### src/rtl/gpio_bank.sv
// Parametrised GPIO bank: NUM_PORTS x WIDTH ports with DDR/PORT/PIN, input synchroniser and pull-up indication.
// Optional pin-change interrupt logic is built when GPIO_PIN_CHANGE_IRQ_EN is defined.
module gpio_bank #(
    parameter int NUM_PORTS   = 4,
    parameter int WIDTH       = 8,
    parameter int SYNC_STAGES = 2
) (
    input  logic                       clk,
    input  logic                       clr_n,
    input  logic [WIDTH-1:0]           write_data,
    input  logic [NUM_PORTS-1:0]       ddr_we,
    input  logic [NUM_PORTS-1:0]       port_we,
    input  logic [NUM_PORTS-1:0]       pin_we,
    input  logic [NUM_PORTS-1:0]       pcmsk_we,
    input  logic                       pcicr_we,
    input  logic                       pcifr_we,
    input  logic                       pud,
    input  logic [NUM_PORTS*WIDTH-1:0] pins_in,
    output logic [NUM_PORTS*WIDTH-1:0] ddr_out,
    output logic [NUM_PORTS*WIDTH-1:0] port_out,
    output logic [NUM_PORTS*WIDTH-1:0] pin_out,
    output logic [NUM_PORTS*WIDTH-1:0] pullup_out,
    output logic [NUM_PORTS*WIDTH-1:0] pcmsk_out,
    output logic [WIDTH-1:0]           pcicr_out,
    output logic [WIDTH-1:0]           pcifr_out,
    output logic                       irq
);

    localparam int TW = NUM_PORTS * WIDTH;

    logic [TW-1:0]                   ddr_r;
    logic [TW-1:0]                   port_r;
    logic [TW-1:0]                   ddr_nxt_s;
    logic [TW-1:0]                   port_nxt_s;
    logic [SYNC_STAGES-1:0][TW-1:0]  sync_r;

    // Next DDR value from per-port write enables
    always_comb begin
        ddr_nxt_s = ddr_r;
        for (int p = 0; p < NUM_PORTS; p++) begin
            if (ddr_we[p]) begin
                ddr_nxt_s[p*WIDTH +: WIDTH] = write_data;
            end else begin
                ddr_nxt_s[p*WIDTH +: WIDTH] = ddr_r[p*WIDTH +: WIDTH];
            end
        end
    end

    // Next PORT value: a direct write overrides a same-cycle toggle
    always_comb begin
        port_nxt_s = port_r;
        for (int p = 0; p < NUM_PORTS; p++) begin
            if (port_we[p]) begin
                port_nxt_s[p*WIDTH +: WIDTH] = write_data;
            end else if (pin_we[p]) begin
                port_nxt_s[p*WIDTH +: WIDTH] = port_r[p*WIDTH +: WIDTH] ^ write_data;
            end else begin
                port_nxt_s[p*WIDTH +: WIDTH] = port_r[p*WIDTH +: WIDTH];
            end
        end
    end

    // DDR and PORT registers
    always_ff @(posedge clk or negedge clr_n) begin
        if (!clr_n) begin
            ddr_r  <= {TW{1'b0}};
            port_r <= {TW{1'b0}};
        end else begin
            ddr_r  <= ddr_nxt_s;
            port_r <= port_nxt_s;
        end
    end

    // Pad synchroniser; the last stage is the PIN register
    always_ff @(posedge clk or negedge clr_n) begin
        if (!clr_n) begin
            sync_r <= {(SYNC_STAGES*TW){1'b0}};
        end else begin
            sync_r[0] <= pins_in;
            for (int s = 1; s < SYNC_STAGES; s++) begin
                sync_r[s] <= sync_r[s-1];
            end
        end
    end

    assign ddr_out    = ddr_r;
    assign port_out   = port_r;
    assign pin_out    = sync_r[SYNC_STAGES-1];
    assign pullup_out = ~ddr_r & port_r & {TW{~pud}};

`ifdef GPIO_PIN_CHANGE_IRQ_EN
    logic [TW-1:0]        pcmsk_r;
    logic [TW-1:0]        prev_r;
    logic [NUM_PORTS-1:0] pcie_r;
    logic [NUM_PORTS-1:0] pcif_r;
    logic [TW-1:0]        pcmsk_nxt_s;
    logic [TW-1:0]        chg_bits_s;
    logic [NUM_PORTS-1:0] chg_s;
    logic [NUM_PORTS-1:0] pcif_clr_s;
    logic [WIDTH-1:0]     pcicr_s;
    logic [WIDTH-1:0]     pcifr_s;

    // Mask writes and per-port change detection on the synchronised pins
    always_comb begin
        pcmsk_nxt_s = pcmsk_r;
        chg_bits_s  = (sync_r[SYNC_STAGES-1] ^ prev_r) & pcmsk_r;
        chg_s       = {NUM_PORTS{1'b0}};
        for (int p = 0; p < NUM_PORTS; p++) begin
            chg_s[p] = |chg_bits_s[p*WIDTH +: WIDTH];
            if (pcmsk_we[p]) begin
                pcmsk_nxt_s[p*WIDTH +: WIDTH] = write_data;
            end else begin
                pcmsk_nxt_s[p*WIDTH +: WIDTH] = pcmsk_r[p*WIDTH +: WIDTH];
            end
        end
        if (pcifr_we) begin
            pcif_clr_s = write_data[NUM_PORTS-1:0];
        end else begin
            pcif_clr_s = {NUM_PORTS{1'b0}};
        end
    end

    // Pin-change state; a new change wins over a same-cycle flag clear
    always_ff @(posedge clk or negedge clr_n) begin
        if (!clr_n) begin
            pcmsk_r <= {TW{1'b0}};
            prev_r  <= {TW{1'b0}};
            pcie_r  <= {NUM_PORTS{1'b0}};
            pcif_r  <= {NUM_PORTS{1'b0}};
        end else begin
            pcmsk_r <= pcmsk_nxt_s;
            prev_r  <= sync_r[SYNC_STAGES-1];
            if (pcicr_we) begin
                pcie_r <= write_data[NUM_PORTS-1:0];
            end else begin
                pcie_r <= pcie_r;
            end
            pcif_r <= (pcif_r & ~pcif_clr_s) | chg_s;
        end
    end

    // Zero-extend enable and flag registers onto the WIDTH-wide read bus
    always_comb begin
        pcicr_s = {WIDTH{1'b0}};
        pcifr_s = {WIDTH{1'b0}};
        pcicr_s[NUM_PORTS-1:0] = pcie_r;
        pcifr_s[NUM_PORTS-1:0] = pcif_r;
    end

    assign pcmsk_out = pcmsk_r;
    assign pcicr_out = pcicr_s;
    assign pcifr_out = pcifr_s;
    assign irq       = |(pcif_r & pcie_r);
`else
    logic unused_s;

    assign unused_s  = ^{pcmsk_we, pcicr_we, pcifr_we};
    assign pcmsk_out = {TW{1'b0}};
    assign pcicr_out = {WIDTH{1'b0}};
    assign pcifr_out = {WIDTH{1'b0}};
    assign irq       = 1'b0;
`endif

endmodule

### config.mk
export PLATFORM = sky130hd
export DESIGN_NAME = gpio_bank
export DESIGN_NICKNAME = d
export VERILOG_FILES = /design/src/rtl/gpio_bank.sv
export SDC_FILE = /design/constraint.sdc
export NUM_CORES = 1
export LEC_CHECK = 0
export BUFFER_PORTS_ARGS = -buffer_cell sky130_fd_sc_hd__buf_2
export CORE_UTILIZATION = 43
export DETAILED_ROUTE_END_ITERATION = 8
export GPL_ROUTABILITY_DRIVEN = 0
export PLACE_DENSITY = 0.84
export SLEW_MARGIN = 5
export SYNTH_ARGS = -nofsm -noshare
export SYNTH_HDL_FRONTEND = slang
export SYNTH_SLANG_ARGS = --single-unit
### constraint.sdc
create_clock -name clk -period 1 [get_ports clk]
set_input_delay 0.05 -clock clk [delete_from_list [all_inputs] [get_ports clk]]
set_output_delay 0.05 -clock clk [all_outputs]
set_load 0.01 [all_outputs]
==> impl_summary.log, run 1 <==
[metrics] count of cells along the worst hold path: 3
[metrics] switching part of the total power: 0.276
[metrics] relative contribution of combinational cells to total power: 0.229
[metrics] clock insertion delay at the later pin of the skew report: 410 ps
[metrics] unrepaired setup endpoints after global routing: true
[metrics] element type at the critical path start: flop
[metrics] ANT nets after route: 0
[metrics] Synth Cell Area: 0.00558 mm^2
[metrics] number of enable flip-flop cells after synthesis: 0
[metrics] Num CTS Buffers: 17
[metrics] mean post-synth cell area: 13.0 um^2
[metrics] I/O pin cnt: 238
[metrics] H-tree depth: 4
[metrics] count of port buffers added during placement: 182
[metrics] highest attainable clock frequency: 798 MHz
[metrics] count of pins over their slew limit: 0
[metrics] area of the die: 0.0134 mm^2
[metrics] skew final: 3.66 ps
[metrics] IR drop worst, VDD: 1.10 mV
[metrics] synthesis-to-finish area growth: 56.2%
[metrics] final setup vio count: 120
[metrics] NetSw: 0.00409 W
[metrics] Clock Tree Root: clkbuf_16
[metrics] clock period minus worst slack: 1250 ps
[metrics] TritonCTS clock tree: done
[metrics] vertical die dimension: 116 um
[metrics] post-detail-place hpwl: 8.75 mm
[metrics] outcome: complete, but fails checks
[metrics] Syn Inst Count: 429
[metrics] instance area after placement: 0.00624 mm^2
[metrics] leakage power: 4.15 nW
[metrics] part of the Yosys area used for sequential elements: 0.574
[metrics] most numerous cell types in the synthesized netlist: dfrtp_1, buf_4, mux2_2
[metrics] diode count: 0
[metrics] via count of the first global-routing pass: 4,433
[metrics] failing checks: negative setup slack
[metrics] starting DRC count in detailed routing: 248
[metrics] class of the most critical hold timing path: in2reg
[metrics] PnR Total Power: 0.0148 W
[metrics] first-pass GRT wire length: 23.5 mm
[metrics] fraction of the cycle the final worst path needs: 1.25
[metrics] routed via count divided by cell count: 4.98
[metrics] global routing usage summed across all routing layers: 0.243
[metrics] remaining design rule violation count: 0
[metrics] total power density per cell area: 1700 mW/mm^2
[metrics] final setup TNS: -12,560 ps
[metrics] Seq pwr share: 0.398
[metrics] final core utilization: 0.691
[metrics] clock slew at the register clock pins of the worst setup and hold paths: 60 ps
[metrics] starting utilization of the core area: 0.442
[metrics] iteration count of the initial detailed-routing pass: 4
[metrics] fraction of final layout cells with drive strength greater than 1: 0.585
[metrics] worst path setup slack after routing: -254 ps
[metrics] number of antenna violations at the first check in global routing: 0
[metrics] library cell occupying the most area in the post-synthesis netlist: dfrtp_1
[metrics] Cell Int Power: 0.0107 W
[metrics] final instance count without filler cells: 887
[metrics] die extent in x: 116 um
[metrics] count of warnings emitted by yosys: 0
[metrics] power share of the clock group: 0.373
[metrics] fill cell total of the finished layout: 829
[metrics] placed cell count: 735
[metrics] number of cell instances on the worst register-to-register path: 4
[metrics] Synth area leaders: dfrtp_1, buf_4, mux2_2, and4b_1, nor3b_1
[metrics] Worst Setup Path Type: reg2out
[metrics] CP max FO: 2
[metrics] ys async rst share: 1.00
[metrics] number of clock sinks: 128
[metrics] mean routed wirelength per cell: 18.3 um
[metrics] number of placement rows: 41
[metrics] Crit. End Element: output port
[metrics] Via Count: 4,417
[metrics] total wire length: 16.3 mm
[metrics] max-capacitance violation count: 0
[metrics] number of distinct library cell variants in the gate-level netlist after synthesis: 21
[metrics] final non-filler cell area: 0.00871 mm^2
[metrics] placeable core area: 0.0126 mm^2
[metrics] Crit path required time: 950 ps
[metrics] most frequent cell after synthesis: dfrtp_1
[metrics] grt total ovfl: 0
[metrics] clock tree buffer depth: 2
[metrics] most frequently used flop master after synthesis: dfrtp_1
[metrics] area share of the largest cell type after synthesis: 0.574
[metrics] number of flip-flops and latches in the synthesized netlist: 128
[metrics] largest net degree at the start of global routing: 79
[metrics] WP data arrival: 1200 ps
[metrics] Fin. Hold Viols: 0
[metrics] Final nets: 763
flip-flops by register name, indices dropped and copies added (netlist names):
name      cells
port_out     32
ddr_out      32
pin_out      32
sync_r       32
power groups by stage:
stage / Combinational, W / Sequential, W / Clock, W
2_1_floorplan: 0.00105 / 0.00607 / 0
6_report: 0.00339 / 0.00589 / 0.00553
3_5_place_dp: 0.00181 / 0.00601 / 0
5_1_grt: 0.00362 / 0.00592 / 0.00589
4_1_cts: 0.00310 / 0.00588 / 0.00564
3_3_place_gp: 0.00175 / 0.00597 / 0
path summary, 6_finish.rpt:
path	endpoint	from	slack (ps)
worst min-delay path	port_out[13]$_DFFE_PN0P_	write_data[5]	40
max in group asynchronous	ddr_out[27]$_DFFE_PN0P_	clr_n	460
min in group asynchronous	pin_out[3]$_DFF_PN0_	clr_n	170
worst max-delay path	pullup_out[23]	port_out[23]$_DFFE_PN0P_	-250
worst min register to register	pin_out[15]$_DFF_PN0_	sync_r[15]$_DFF_PN0_	350
worst max register to register	port_out[12]$_DFFE_PN0P_	port_out[12]$_DFFE_PN0P_	-90
repair_timing:
| action | CTS | global route |
|---|---|---|
| setup endpoints to repair | 98 | 132 |
| hold buffers | 33 | 0 |
| pin swaps | 19 | 24 |
| setup buffers | 75 | 12 |
| hold endpoints to repair | 160 | 0 |
| gates resized for setup | 162 | 39 |
cell type report:
cell class,instances,area (um^2),area share
Timing Repair Buffer,307,2590,0.298
Clock inverter,12,87.6,0.0101
Tap cell,172,215,0.0247
Clock buffer,20,447,0.0513
Multi-Input combinational cell,239,2130,0.245
Sequential cell,128,3200,0.368
Inverter,9,33.8,0.00388
worst max-delay path, stage by stage, from the launching register on:
cell	delay [ps]
dfrtp_1	390
buf_6	120
nor3b_2	140
buf_2	140
layer usage:
metal / GRT usage / up-vias / part of all wire
met1: 0.285 / 2183 / 0.37
li1: - / 1941 / -
met4: 0.132 / 0 / 0.038
met5: 0 / - / 0
met3: 0.0507 / 46 / 0.076
met2: 0.415 / 247 / 0.51
cells in the final DEF (no fill, tap or decap), types with 24 or more instances in the layout:
cell	synthesis	final
dfrtp_1	128	128
conb_1	1	49
buf_6	2	129
dlygate4sd3_1	0	33
buf_2	10	126
nor3b_2	0	29
mux2_2	32	27
a211oi_2	16	26
and4b_1	24	24
nand2b_1	26	25
cells by family after synthesis:
| family | Yosys count | share of synthesized area |
|---|---|---|
| AND/OR/NAND/NOR | 124 | 0.161 |
| AO/OA/AOI/OAI | 34 | 0.0637 |
| buffers and inverters | 110 | 0.136 |
| flip-flops | 128 | 0.574 |
| multiplexers | 32 | 0.0646 |
| other | 1 | 0.000672 |
per-stage QoR:
| stage | hold WS (ps) | worst slack (ps) |
|---|---|---|
| 2_1_floorplan | -246 | 20.1 |
| 4_1_cts | 7.97 | -259 |
| 3_5_place_dp | 48.9 | -25.1 |
| 6_report | 35.7 | -254 |
| 5_1_grt | 54.0 | -308 |
| 3_3_place_gp | 39.5 | 48.5 |
(Power assumes the default switching activity.)
==> run 2: changes to the inputs <==
--- a/config.mk
+++ b/config.mk
@@ -5,7 +5,7 @@
 export SDC_FILE = /design/constraint.sdc
 export NUM_CORES = 1
 export LEC_CHECK = 0
-export BUFFER_PORTS_ARGS = -buffer_cell sky130_fd_sc_hd__buf_2
+export BUFFER_PORTS_ARGS = -buffer_cell sky130_fd_sc_hd__clkbuf_2
 export CORE_UTILIZATION = 43
 export DETAILED_ROUTE_END_ITERATION = 8
 export GPL_ROUTABILITY_DRIVEN = 0
==> run 2 against run 1 <==
Net effect:
- the flow still finishes with violations (negative setup slack)
- non-clock buffer count up 15
- clock skew up 1.6 ps
- final area up 4.5%
- critical path type unchanged
==> impl_summary.log, run 2 (synthesis results as in run 1) <==
[metrics] outcome: complete, but fails checks (unchanged)
[metrics] failing checks: negative setup slack (unchanged)
[metrics] global routing usage summed across all routing layers: 0.238 (was 0.243)
[metrics] CP max FO: 2 (unchanged)
[metrics] WP data arrival: 1210 ps (was 1200 ps)
[metrics] total power density per cell area: 1740 mW/mm^2 (was 1700 mW/mm^2)
[metrics] number of clock sinks: 128 (unchanged)
[metrics] final core utilization: 0.722 (was 0.691)
[metrics] Crit path required time: 950 ps (about the same)
[metrics] TritonCTS clock tree: done (unchanged)
[metrics] mean routed wirelength per cell: 19.3 um (was 18.3 um)
[metrics] clock period minus worst slack: 1260 ps (was 1250 ps)
[metrics] wire length on met3: 1.17 mm (was 1.23 mm)
[metrics] Via Count: 4,481 (was 4,417)
[metrics] clock insertion delay at the later pin of the skew report: 410 ps (about the same)
[metrics] class of the most critical hold timing path: in2reg (unchanged)
[metrics] PnR Total Power: 0.0159 W (was 0.0148 W)
[metrics] unrepaired setup endpoints after global routing: true (unchanged)
[metrics] worst path setup slack after routing: -262 ps (was -254 ps)
[metrics] number of antenna violations at the first check in global routing: 0 (unchanged)
[metrics] final setup TNS: -13,900 ps (was -12,560 ps)
[metrics] ANT nets after route: 0 (unchanged)
[metrics] placeable core area: 0.0126 mm^2 (unchanged)
[metrics] count of pins over their slew limit: 0 (unchanged)
[metrics] sum of met2 wire segment lengths after detailed routing: 9.41 mm (was 8.35 mm)
[metrics] die extent in x: 116 um (unchanged)
[metrics] count of port buffers added during placement: 182 (unchanged)
[metrics] Post-Route Hold Slack: 55.4 ps (was 35.7 ps)
[metrics] cell family with the largest share of critical-path delay: flip-flops (unchanged)
[metrics] sum of routed wire segments on met1: 6.41 mm (was 6.06 mm)
[metrics] Num CTS Buffers: 17 (unchanged)
[metrics] diode count: 0 (unchanged)
[metrics] worst slew pin tran: 603 ps
[metrics] Clock Tree Root: clkbuf_16 (unchanged)
[metrics] top library cells by usage in the layout, fill and taps aside: buf_6, dfrtp_1, clkbuf_2 (was buf_6, dfrtp_1, buf_2)
[metrics] synthesis-to-finish area growth: 63.2% (was 56.2%)
[metrics] IR drop worst, VDD: 1.49 mV (was 1.10 mV)
[metrics] highest metal used: met4 (unchanged)
[metrics] remaining design rule violation count: 0 (unchanged)
[metrics] commonest non-fill, non-tap cell in the layout: buf_6 (unchanged)
[metrics] skew final: 5.28 ps (was 3.66 ps)
[metrics] vertical die dimension: 116 um (unchanged)
[metrics] I/O pin cnt: 238 (unchanged)
[metrics] Crit. End Element: output port (unchanged)
[metrics] max-capacitance violation count: 0 (unchanged)
[metrics] element type at the critical path start: flop (unchanged)
[metrics] Crit path buffers/inverters: 1 (was 2)
[metrics] grt total ovfl: 0 (unchanged)
[metrics] iteration count of the initial detailed-routing pass: 4 (unchanged)
[metrics] Worst Setup Path Type: reg2out (unchanged)
[metrics] largest net degree at the start of global routing: 77 (was 79)
[metrics] critical-path cell with the highest stage delay: dfrtp_1 (unchanged)
[metrics] critical path's largest stage delay: 410 ps (was 390 ps)
[metrics] starting DRC count in detailed routing: 253 (was 248)
[metrics] via count of the first global-routing pass: 4,295 (was 4,433)
[metrics] placed cell count: 739 (was 735)
[metrics] first-pass GRT wire length: 22.9 mm (was 23.5 mm)
[metrics] highest attainable clock frequency: 792 MHz (was 798 MHz)
[metrics] clock slew at the register clock pins of the worst setup and hold paths: 60 ps (about the same)
[metrics] leakage power: 4.35 nW (was 4.15 nW)
[metrics] clock tree buffer depth: 2 (unchanged)
[metrics] final setup vio count: 120 (unchanged)
[metrics] critical path cell sequence: nor3b_2, buf_2 (was buf_6, nor3b_2, buf_2)
[metrics] post-detail-place hpwl: 8.56 mm (was 8.75 mm)
[metrics] H-tree depth: 4 (unchanged)
[metrics] Fin. Hold Viols: 0 (unchanged)
[metrics] area of the die: 0.0134 mm^2 (unchanged)
[metrics] fraction of the cycle the final worst path needs: 1.26 (was 1.25)
[metrics] number of placement rows: 41 (unchanged)
[metrics] final instance count without filler cells: 902 (was 887)
[metrics] fraction of final layout cells with drive strength greater than 1: 0.611 (was 0.585)
[metrics] routed via count divided by cell count: 4.97 (was 4.98)
[metrics] total wire length: 17.4 mm (was 16.3 mm)
[metrics] Final nets: 778 (was 763)
[metrics] starting utilization of the core area: 0.442 (unchanged)
[metrics] relative max-transition margin: 0.598
[run 2: cell types whose count changed in the layout (fill, tap and decap cells not counted), moves of 2 or more]
| cell | delta |
|---|---|
| buf_2 | -93 |
| clkbuf_2 | +85 |
| buf_6 | +12 |
| nor3_1 | -8 |
| nor3_4 | +6 |
| buf_4 | +5 |
| buf_8 | +5 |
| bufinv_16 | +3 |
| nand2b_1 | -2 |
| nand2b_4 | +2 |
| nor3_2 | +2 |
[run 2: worst paths after layout]
kind,cells past startpoint,slack (ps),endpoint,start
worst max-delay path,2,-260,pullup_out[7],ddr_out[7]$_DFFE_PN0P_
worst min-delay path,2,60,port_out[13]$_DFFE_PN0P_,port_we[1]
worst max register to register,3,-110,port_out[7]$_DFFE_PN0P_,port_out[7]$_DFFE_PN0P_
worst min register to register,0,350,pin_out[20]$_DFF_PN0_,sync_r[20]$_DFF_PN0_
max in group asynchronous,3,410,ddr_out[9]$_DFFE_PN0P_,clr_n
min in group asynchronous,3,170,pin_out[16]$_DFF_PN0_,clr_n
[run 2: layout make-up]
type | instances | area (um^2)
clock buffer | 19 | 443
clock inverter | 13 | 163
fill | 780 | 3510
inverter | 9 | 37.5
multi-input combinational | 239 | 2230
sequential | 128 | 3200
tap | 172 | 215
timing repair buffer | 322 | 2810
[run 2: through the flow]
step / cell area (um^2) / worst slack (ps)
3_5_place_dp: 6270 / 5.45
6_report: 9110 / -262
3_3_place_gp: 6270 / 44.9
5_1_grt: 9110 / -306
2_1_floorplan: 5760 / 20.1
4_1_cts: 8350 / -214
[run 2: per-layer routing]
layer	GRT usage	vias up
li1	-	1971
met1	0.278	2247
met2	0.413	228
met3	0.0617	35
met4	0.103	0
met5	0	-
[run 2: timing repair]
| action | 4_1_cts | 5_1_grt |
|---|---|---|
| gates resized for setup | 114 | 219 |
| setup endpoints to repair | 92 | 132 |
| endpoints found under the hold margin | 163 | 0 |
| pin swaps | 10 | 26 |
| setup buffers | 85 | 14 |
| hold buffers | 34 | 0 |
[run 2: power by group]
group          leakage (nW)  total (W)  internal (W)  switching [W]
sequential             1.49    0.00590       0.00560       0.000307
combinational          2.57    0.00365       0.00205        0.00161
clock                 0.289    0.00630       0.00399        0.00231
==> run 3: changes to the inputs <==
==> constraint.sdc (replaced) <==
create_clock -name clk -period 1 [get_ports clk]
set_input_delay 0.05 -clock clk [delete_from_list [all_inputs] [get_ports clk]]
set_output_delay 0.05 -clock clk [all_outputs]
set_load 0.005 [all_outputs]
==> run 3 against run 2 <==
Net effect:
- the run still ends with negative setup slack left
- die area unchanged
- maximum frequency is 3.0% higher
- largest power group unchanged
- final cell count decreased by 1.2%
- clock power down 1%
- register-to-register slack gained 30 ps
==> impl_summary.log, run 3 (synthesis results as in run 1) <==
[metrics] outcome: complete, but fails checks (unchanged)
[metrics] failing checks: negative setup slack (unchanged)
[metrics] grt total ovfl: 0 (unchanged)
[metrics] leakage power: 4.16 nW (was 4.35 nW)
[metrics] top library cells by usage in the layout, fill and taps aside: clkbuf_2, dfrtp_1, buf_6 (was buf_6, dfrtp_1, clkbuf_2)
[metrics] count of port buffers added during placement: 182 (unchanged)
[metrics] TritonCTS clock tree: done (unchanged)
[metrics] instance area after placement: 0.00627 mm^2 (unchanged)
[metrics] die extent in x: 116 um (unchanged)
[metrics] element type at the critical path start: flop (unchanged)
[metrics] count of pins over their slew limit: 0 (unchanged)
[metrics] Fin. Hold Viols: 0 (unchanged)
[metrics] number of placement rows: 41 (unchanged)
[metrics] remaining design rule violation count: 0 (unchanged)
[metrics] starting utilization of the core area: 0.442 (unchanged)
[metrics] vertical die dimension: 116 um (unchanged)
[metrics] clock slew at the register clock pins of the worst setup and hold paths: 60 ps (about the same)
[metrics] iteration count of the initial detailed-routing pass: 4 (unchanged)
[metrics] I/O pin cnt: 238 (unchanged)
[metrics] H-tree depth: 4 (unchanged)
[metrics] fraction of the cycle the final worst path needs: 1.23 (was 1.26)
[metrics] CP max FO: 2 (unchanged)
[metrics] final setup vio count: 105 (was 120)
[metrics] Post-Route Hold Slack: 62.9 ps (was 55.4 ps)
[metrics] clock insertion delay at the later pin of the skew report: 410 ps (about the same)
[metrics] post-detail-place hpwl: 8.56 mm (unchanged)
[metrics] worst slew pin tran: 561 ps (was 603 ps)
[metrics] final instance count without filler cells: 891 (was 902)
[metrics] via count of the first global-routing pass: 4,280 (was 4,295)
[metrics] skew final: 4.38 ps (was 5.28 ps)
[metrics] starting DRC count in detailed routing: 133 (was 253)
[metrics] IR drop worst, VDD: 1.31 mV (was 1.49 mV)
[metrics] area of the die: 0.0134 mm^2 (unchanged)
[metrics] fill cell total of the finished layout: 835 (was 780)
[metrics] highest attainable clock frequency: 816 MHz (was 792 MHz)
[metrics] ANT nets after route: 0 (unchanged)
[metrics] WP data arrival: 1180 ps (was 1210 ps)
[metrics] Via Count: 4,351 (was 4,481)
[metrics] diode count: 0 (unchanged)
[metrics] clock period minus worst slack: 1230 ps (was 1260 ps)
[metrics] Num CTS Buffers: 17 (unchanged)
[metrics] final non-filler cell area: 0.00862 mm^2 (was 0.00911 mm^2)
[metrics] global routing usage summed across all routing layers: 0.231 (was 0.238)
[metrics] number of clock sinks: 128 (unchanged)
[metrics] Clock Tree Root: clkbuf_16 (unchanged)
[metrics] Crit. End Element: output port (unchanged)
[metrics] routed via count divided by cell count: 4.88 (was 4.97)
[metrics] final core utilization: 0.683 (was 0.722)
[metrics] mean routed wirelength per cell: 17.5 um (was 19.3 um)
[metrics] worst path setup slack after routing: -226 ps (was -262 ps)
[metrics] Worst Setup Path Type: reg2out (unchanged)
[metrics] count of cells along the worst hold path: 2 (unchanged)
[metrics] placeable core area: 0.0126 mm^2 (unchanged)
[metrics] number of antenna violations at the first check in global routing: 0 (unchanged)
[metrics] relative max-transition margin: 0.626 (was 0.598)
[metrics] first-pass GRT wire length: 22.4 mm (was 22.9 mm)
[metrics] largest net degree at the start of global routing: 77 (unchanged)
[metrics] synthesis-to-finish area growth: 54.5% (was 63.2%)
[metrics] number of cell instances on the worst register-to-register path: 3 (unchanged)
[metrics] fraction of final layout cells with drive strength greater than 1: 0.598 (was 0.611)
[metrics] total power density per cell area: 1750 mW/mm^2 (was 1740 mW/mm^2)
[metrics] max-capacitance violation count: 0 (unchanged)
[metrics] placed cell count: 739 (unchanged)
[metrics] Final nets: 767 (was 778)
[metrics] Crit path required time: 950 ps (about the same)
[metrics] commonest non-fill, non-tap cell in the layout: clkbuf_2 (was buf_6)
[metrics] class of the most critical hold timing path: in2reg (unchanged)
[metrics] total wire length: 15.6 mm (was 17.4 mm)
[metrics] unrepaired setup endpoints after global routing: true (unchanged)
[metrics] clock tree buffer depth: 2 (unchanged)
-- run 3: changes by cell type in the layout (fill, tap and decap cells not counted), sizes merged --
cell / delta
dlygate4sd3: -1
buf: -64
clkbuf: +53
dlymetal6s4s: +1
-- run 3: metal layers --
layer,vias to the layer above,track usage,routed length (um)
li1,1946,-,-
met1,2159,0.275,5830
met2,224,0.405,8360
met3,22,0.0591,1120
met4,0,0.0855,301
met5,-,0,0
-- run 3: worst max-delay path: stages, from the launching register on --
cell     delay [ps]
dfrtp_1         390
nor3b_2         210
buf_2           160
-- run 3: timing repair --
item	CTS	global route
endpoints found under the hold margin	163	0
endpoints found under the setup margin	72	122
hold buffers	34	0
pin swaps	8	26
gates resized for setup	88	107
buffers inserted	76	12
-- run 3: metrics by stage --
step                worst slack [ps]  total power, W  TNS (ps)
global route                    -301          0.0157    -16140
global placement                44.9         0.00753         0
detailed placement              5.45         0.00760         0
finish                          -226          0.0151    -11150
floorplan                       47.4         0.00690         0
CTS                             -195          0.0148    -11930
-- run 3: final timing paths --
kind                                     startpoint                        to  slack (ps)
max                          ddr_out[4]$_DFFE_PN0P_             pullup_out[4]        -230
max in group asynchronous                     clr_n       sync_r[8]$_DFF_PN0_         420
min                                      port_we[1]  port_out[13]$_DFFE_PN0P_          60
min reg2reg                    sync_r[20]$_DFF_PN0_     pin_out[20]$_DFF_PN0_         350
max reg2reg                port_out[31]$_DFFE_PN0P_  port_out[31]$_DFFE_PN0P_         -80
min in group asynchronous                     clr_n     pin_out[16]$_DFF_PN0_         180
-- run 3: report_power, final --
group | total (W) | switching (W) | internal, W
clock | 0.00624 | 0.00226 | 0.00399
combinational | 0.00291 | 0.00124 | 0.00166
sequential | 0.00590 | 0.000303 | 0.00560
total | 0.0151 | 0.00381 | 0.0112
-- run 3: layout make-up --
class / count / area (um^2) / share of cell area
inverters: 9 / 37.5 / 0.00435
clock buffers: 19 / 443 / 0.0514
flip-flops and latches: 128 / 3200 / 0.371
clock inverters: 13 / 163 / 0.0189
well taps: 172 / 215 / 0.0250
multi-input cells: 239 / 2190 / 0.254
repair buffers: 311 / 2370 / 0.275
